## src/rtl/pll_lock_sequencer.sv

```systemverilog
`default_nettype none
// ============================================================================
// pll_lock_sequencer : drives PLL RESET, supervises LOCK, gates downstream reset
// Optional lock-loss glitch filter in RUN: define PLL_SEQ_GLITCH_FILTER_EN
// Rev 1.0
// ============================================================================
module pll_lock_sequencer #(
  parameter int RESET_CYCLES  = 64,
  parameter int LOCK_TIMEOUT  = 500000,
  parameter int STABLE_CYCLES = 1024,
  parameter int MAX_RETRIES   = 3,
  parameter int GLITCH_CYCLES = 4,
  localparam int RC_W = (MAX_RETRIES > 0) ? $clog2(MAX_RETRIES + 1) : 1
) (
  input  logic            clk,
  input  logic            reset,
  input  logic            pll_lock,
  input  logic            restart_req,
  output logic            pll_reset,
  output logic            out_rst,
  output logic            ready,
  output logic            lock_lost,
  output logic            fault,
  output logic [RC_W-1:0] retry_cnt,
  output logic [2:0]      state
);

  localparam int CNT_MAX_A = (RESET_CYCLES > LOCK_TIMEOUT) ? RESET_CYCLES : LOCK_TIMEOUT;
  localparam int CNT_MAX   = (CNT_MAX_A > STABLE_CYCLES) ? CNT_MAX_A : STABLE_CYCLES;
  localparam int CNT_W     = $clog2(CNT_MAX + 1);

  localparam logic [CNT_W-1:0] RST_LAST = CNT_W'(RESET_CYCLES - 1);
  localparam logic [CNT_W-1:0] TMO_LAST = CNT_W'(LOCK_TIMEOUT - 1);
  localparam logic [CNT_W-1:0] STB_LAST = CNT_W'(STABLE_CYCLES - 1);
  localparam logic [RC_W-1:0]  RETRY_MAX = RC_W'(MAX_RETRIES);

  typedef enum logic [2:0] {
    ST_RST_PLL   = 3'd0,
    ST_WAIT_LOCK = 3'd1,
    ST_SETTLE    = 3'd2,
    ST_RUN       = 3'd3,
    ST_FAULT     = 3'd4
  } state_e;

  state_e            state_q, state_d;
  logic [CNT_W-1:0]  cnt_q, cnt_d;
  logic [RC_W-1:0]   retry_q, retry_d;
  logic              meta_q, meta_d;
  logic              lock_s_q, lock_s_d;
  logic              pll_reset_q, pll_reset_d;
  logic              out_rst_q, out_rst_d;
  logic              ready_q, ready_d;
  logic              lock_lost_q, lock_lost_d;
  logic              fault_q, fault_d;
  logic              cnt_restart;

`ifdef PLL_SEQ_GLITCH_FILTER_EN
  localparam int GL_W = $clog2(GLITCH_CYCLES + 1);
  localparam logic [GL_W-1:0] GL_LAST = GL_W'(GLITCH_CYCLES - 1);
  logic [GL_W-1:0] glitch_q, glitch_d;
`else
  logic unused_glitch_cfg;
  assign unused_glitch_cfg = |GLITCH_CYCLES;
`endif

  always_comb begin
    meta_d      = pll_lock;
    lock_s_d    = meta_q;
    state_d     = state_q;
    retry_d     = retry_q;
    lock_lost_d = 1'b0;
    cnt_restart = 1'b0;
`ifdef PLL_SEQ_GLITCH_FILTER_EN
    glitch_d    = '0;
`endif

    if (restart_req) begin
      state_d     = ST_RST_PLL;
      retry_d     = '0;
      cnt_restart = 1'b1;
    end else begin
      case (state_q)
        ST_RST_PLL: begin
          if (cnt_q == RST_LAST) state_d = ST_WAIT_LOCK;
        end
        ST_WAIT_LOCK: begin
          if (lock_s_q) begin
            state_d = ST_SETTLE;
          end else if (cnt_q == TMO_LAST) begin
            if (retry_q == RETRY_MAX) begin
              state_d = ST_FAULT;
            end else begin
              retry_d = retry_q + RC_W'(1);
              state_d = ST_RST_PLL;
            end
          end
        end
        ST_SETTLE: begin
          // a low lock_s on the final settle cycle still sends us back
          if (!lock_s_q) begin
            state_d = ST_WAIT_LOCK;
          end else if (cnt_q == STB_LAST) begin
            state_d = ST_RUN;
            retry_d = '0;
          end
        end
        ST_RUN: begin
`ifdef PLL_SEQ_GLITCH_FILTER_EN
          if (!lock_s_q) begin
            if (glitch_q == GL_LAST) begin
              state_d     = ST_RST_PLL;
              lock_lost_d = 1'b1;
            end else begin
              glitch_d = glitch_q + GL_W'(1);
            end
          end
`else
          if (!lock_s_q) begin
            state_d     = ST_RST_PLL;
            lock_lost_d = 1'b1;
          end
`endif
        end
        ST_FAULT: begin
          state_d = ST_FAULT;
        end
        default: begin
          state_d = ST_RST_PLL;
        end
      endcase
    end

    if (cnt_restart || (state_d != state_q)) begin
      cnt_d = '0;
    end else if ((state_q == ST_RST_PLL) || (state_q == ST_WAIT_LOCK) ||
                 (state_q == ST_SETTLE)) begin
      cnt_d = cnt_q + CNT_W'(1);
    end else begin
      cnt_d = cnt_q;
    end

    // outputs follow the next state so they switch on the same edge as state
    pll_reset_d = (state_d == ST_RST_PLL) || (state_d == ST_FAULT);
    out_rst_d   = (state_d != ST_RUN);
    ready_d     = (state_d == ST_RUN);
    fault_d     = (state_d == ST_FAULT);
  end

  always_ff @(posedge clk) begin
    if (reset) begin
      meta_q      <= 1'b0;
      lock_s_q    <= 1'b0;
      state_q     <= ST_RST_PLL;
      cnt_q       <= '0;
      retry_q     <= '0;
      pll_reset_q <= 1'b1;
      out_rst_q   <= 1'b1;
      ready_q     <= 1'b0;
      lock_lost_q <= 1'b0;
      fault_q     <= 1'b0;
`ifdef PLL_SEQ_GLITCH_FILTER_EN
      glitch_q    <= '0;
`endif
    end else begin
      meta_q      <= meta_d;
      lock_s_q    <= lock_s_d;
      state_q     <= state_d;
      cnt_q       <= cnt_d;
      retry_q     <= retry_d;
      pll_reset_q <= pll_reset_d;
      out_rst_q   <= out_rst_d;
      ready_q     <= ready_d;
      lock_lost_q <= lock_lost_d;
      fault_q     <= fault_d;
`ifdef PLL_SEQ_GLITCH_FILTER_EN
      glitch_q    <= glitch_d;
`endif
    end
  end

  assign pll_reset = pll_reset_q;
  assign out_rst   = out_rst_q;
  assign ready     = ready_q;
  assign lock_lost = lock_lost_q;
  assign fault     = fault_q;
  assign retry_cnt = retry_q;
  assign state     = state_q;

endmodule
`default_nettype wire

```

## config.mk

```make
export PLATFORM = sky130hd
export DESIGN_NAME = pll_lock_sequencer
export DESIGN_NICKNAME = d
export VERILOG_FILES = /design/src/rtl/pll_lock_sequencer.sv
export SDC_FILE = /design/constraint.sdc
export NUM_CORES = 1
export LEC_CHECK = 0
export CELL_PAD_IN_SITES_DETAIL_PLACEMENT = 1
export CELL_PAD_IN_SITES_GLOBAL_PLACEMENT = 2
export CORE_MARGIN = 2
export CORE_UTILIZATION = 35
export CTS_CLUSTER_DIAMETER = 40
export DETAILED_ROUTE_END_ITERATION = 7
export GPL_ROUTABILITY_DRIVEN = 0
export PLACE_DENSITY = 0.9
export SYNTH_ARGS = -nofsm -noshare
export SYNTH_HDL_FRONTEND = slang
export SYNTH_SLANG_ARGS = --single-unit
```

## constraint.sdc

```tcl
create_clock -name clk -period 2.95 [get_ports clk]
set_clock_uncertainty 0.15 [all_clocks]
set_input_delay 0.885 -clock clk [delete_from_list [all_inputs] [get_ports clk]]
set_output_delay 0.885 -clock clk [all_outputs]
set_load 0.005 [all_outputs]
```

==> impl_metrics.csv <==
group,metric,value,unit
floorplan,initial_utilization,37.1,%
critical_path,cp-start-kind,"flip-flop",
cts,ctsHoldBuffers,0,
floorplan,die_w,75.4,um
critical_path,worst-setup-path-type,"flip-flop to flip-flop",
timing,fmax,383,MHz
cts,path_clk_slew,0.07,ns
critical_path,cp-end-kind,"flip-flop",
cts,cts_sinks,31,
timing,drv_slew,0,
timing,finalCritPeriodShare,88.5,%
critical_path,arrival,2.59,ns
outcome,run_status,"complete, no violations",
cts,cts_tree,"yes",
timing,setup_violations,0,
synthesis,synth_edf_count,0,
synthesis,yosysSeqAreaShare,34.8,%
detailed_routing,drc,0,
global_route,grt_use_total,18.0,%
timing,worstMarginPinSlew,0.795,ns
cts,htree_num_levels,2,
synthesis,yosys_warnings,0,
synthesis,synth_async_sr_flop_share,0,%
detailed_routing,drtIter0Drc,74,
power_and_ir_drop,peakVddDrop,0.270,mV
final_layout,drive_gt1_share,9.96,%
cts,numCtsBuffers,5,
final_layout,antenna_cells,0,
critical_path,required,2.93,ns
power_and_ir_drop,p_per_area,373,nW/um^2
global_route,grt_pass1_vias,1510,
detailed_routing,wl,4.69,mm
synthesis,syn_inst,216,
timing,tns,0,ns
hold_path,holdPathStages,1,
placed_design,dp.final_hpwl,3.28,mm
cts,insertion_delay,0.29,ns
detailed_routing,wire_per_inst,15.7,um
synthesis,synth.distinct_cells,43,
global_route,grt_pass1_wl,7.67,mm
final_layout,stdcell_area,2100,sq um
detailed_routing,drtPass1Iterations,4,
floorplan,row_count,25,
critical_path,path_max_fanout,12,
synthesis,syn-cell-area,1790,sq um
global_route,grt_start_max_net_pins,20,
global_route,antenna_found_initial,0,
synthesis,ys.flop_type,"dfxtp_1",
cts,cts_post_setup_buffers_inserted,0,
run,maxCapViolCount,0,
cts,cts_resized,0,
power_and_ir_drop,leakagePower,0.000685,uW
timing,rsz0062_at_grt,"no",
synthesis,ys_ff_latch,31,
timing,slew_headroom,46.9,%
floorplan,fp.dieArea,5690,sq um
cts,cts-root-buf,"clkbuf_8",
hold_path,hp-class,"flip-flop to flip-flop",
floorplan,io_pins,14,
final_layout,area_delta_synth_final,17.7,%
global_route,grt.overflow.total,0,
placed_design,numPortBuffers,13,
critical_path,reg2reg_depth,6,
floorplan,die_h,75.4,um
detailed_routing,vias,1646,
floorplan,core_area,4820,sq um
synthesis,syn_avg_cell_area,8.27,sq um
cts,cts.path.max_buffers,2,
synthesis,synthesis.nets,222,
detailed_routing,ant_nets,0,
placed_design,placed_area,2020,sq um
final_layout,fin_nets,236,
detailed_routing,viasPerCell,5.52,
timing,fin_crit,2.61,ns
timing,final_hold_viol_count,0,
[worst paths after layout]
kind / startpoint / endpoint / slack, ns
min reg2reg: lock_s_d / lock_s_q / 0.29
min: lock_s_d / lock_s_q / 0.29
max: cnt_q[0] / cnt_q[16] / 0.34
max reg2reg: cnt_q[0] / cnt_q[16] / 0.34
[per-layer routing]
layer / part of all wire [%] / GRT usage [%] / vias to the layer above / wire [um]
li1: - / - / 829 / -
met1: 51 / 25.3 / 795 / 2380
met2: 45 / 27.1 / 16 / 2120
met3: 2.9 / 5.56 / 6 / 137
met4: 0.98 / 4.09 / 0 / 46
met5: 0 / 0 / - / 0
[critical path: stages (launching register included)]
cell and delay, ns:
dfxtp_1 0.39, ha_1 0.18, nand3_1 0.26, nor4_2 0.43
a21oi_2 0.12, a211oi_2 0.70, o21ai_0 0.22
[cell families (layout without fill, tap and decap cells)]
family / count (synthesis) / after routing / share of synthesized area (%)
DFF: 31 / 31 / 34.8
buffers and inverters: 15 / 30 / 3.85
adders and majority gates: 2 / 2 / 1.40
xor gates and xnor gates: 13 / 13 / 6.38
and+or+nand+nor: 99 / 99 / 31.5
AOI/OAI and AO/OA: 46 / 46 / 16.5
muxes: 10 / 10 / 5.61
[synth_stat cells (6+ instances only)]
library cell / number / area share, %
nor3_1: 6 / 1.7
o21ai_0: 18 / 5.0
mux2i_1: 10 / 5.6
a21oi_1: 9 / 2.5
nand3_1: 16 / 4.5
o211ai_1: 7 / 2.9
nand4_1: 6 / 2.1
xnor2_1: 8 / 3.9
clkbuf_1: 6 / 1.3
nor4_1: 7 / 2.5
nand2_1: 30 / 6.3
dfxtp_1: 31 / 35
[final cells by class]
cell class | count | area, sq um
clock buffers | 7 | 76.3
fillers | 592 | 2720
well taps | 67 | 83.8
multi-input cells | 170 | 1100
clock inverters | 1 | 5.00
inverters | 4 | 15.0
repair buffers | 18 | 205
flip-flops and latches | 31 | 621
[state kept, by name, indices dropped and copies added (netlist names)]
name and count:
lock_s_q 1, fault 1, pll_reset 1, ready 1, cnt_q 19, state 3
lock_s_d 1, retry_cnt 2, lock_lost 1, out_rst 1
[cell usage in the layout, fill, tap and decap left out, types with 6 or more instances in the layout]
master	netlist	layout
nand4_1	6	6
nand2_1	30	30
nor4_1	7	7
nand3_1	16	16
xnor2_1	8	8
dfxtp_1	31	31
clkdlybuf4s50_1	0	13
nor3_1	6	6
o21ai_0	18	18
o211ai_1	7	7
mux2i_1	10	10
a21oi_1	9	9
[where the power goes]
part           leakage, uW  total, uW  internal, uW  switching, uW
clock            0.0000422        335           166            169
combinational     0.000392       25.1          11.6           13.5
sequential        0.000250        423           421           2.52
[through the flow]
| step | worst slack (ns) | hold slack [ns] | cells | total power (uW) | util (%) |
|---|---|---|---|---|---|
| floorplan | 0.549 | 0.264 | 216 | 446 | - |
| global placement | 0.130 | 0.284 | 290 | 458 | 41.9 |
| detailed placement | 0.0747 | 0.281 | 290 | 459 | 41.9 |
| CTS | 0.323 | 0.299 | 298 | 791 | 43.6 |
| global route | 0.102 | 0.305 | 298 | 813 | 43.6 |
| finish | 0.338 | 0.291 | 298 | 783 | 43.6 |
Power figures use the tool's default switching activity.
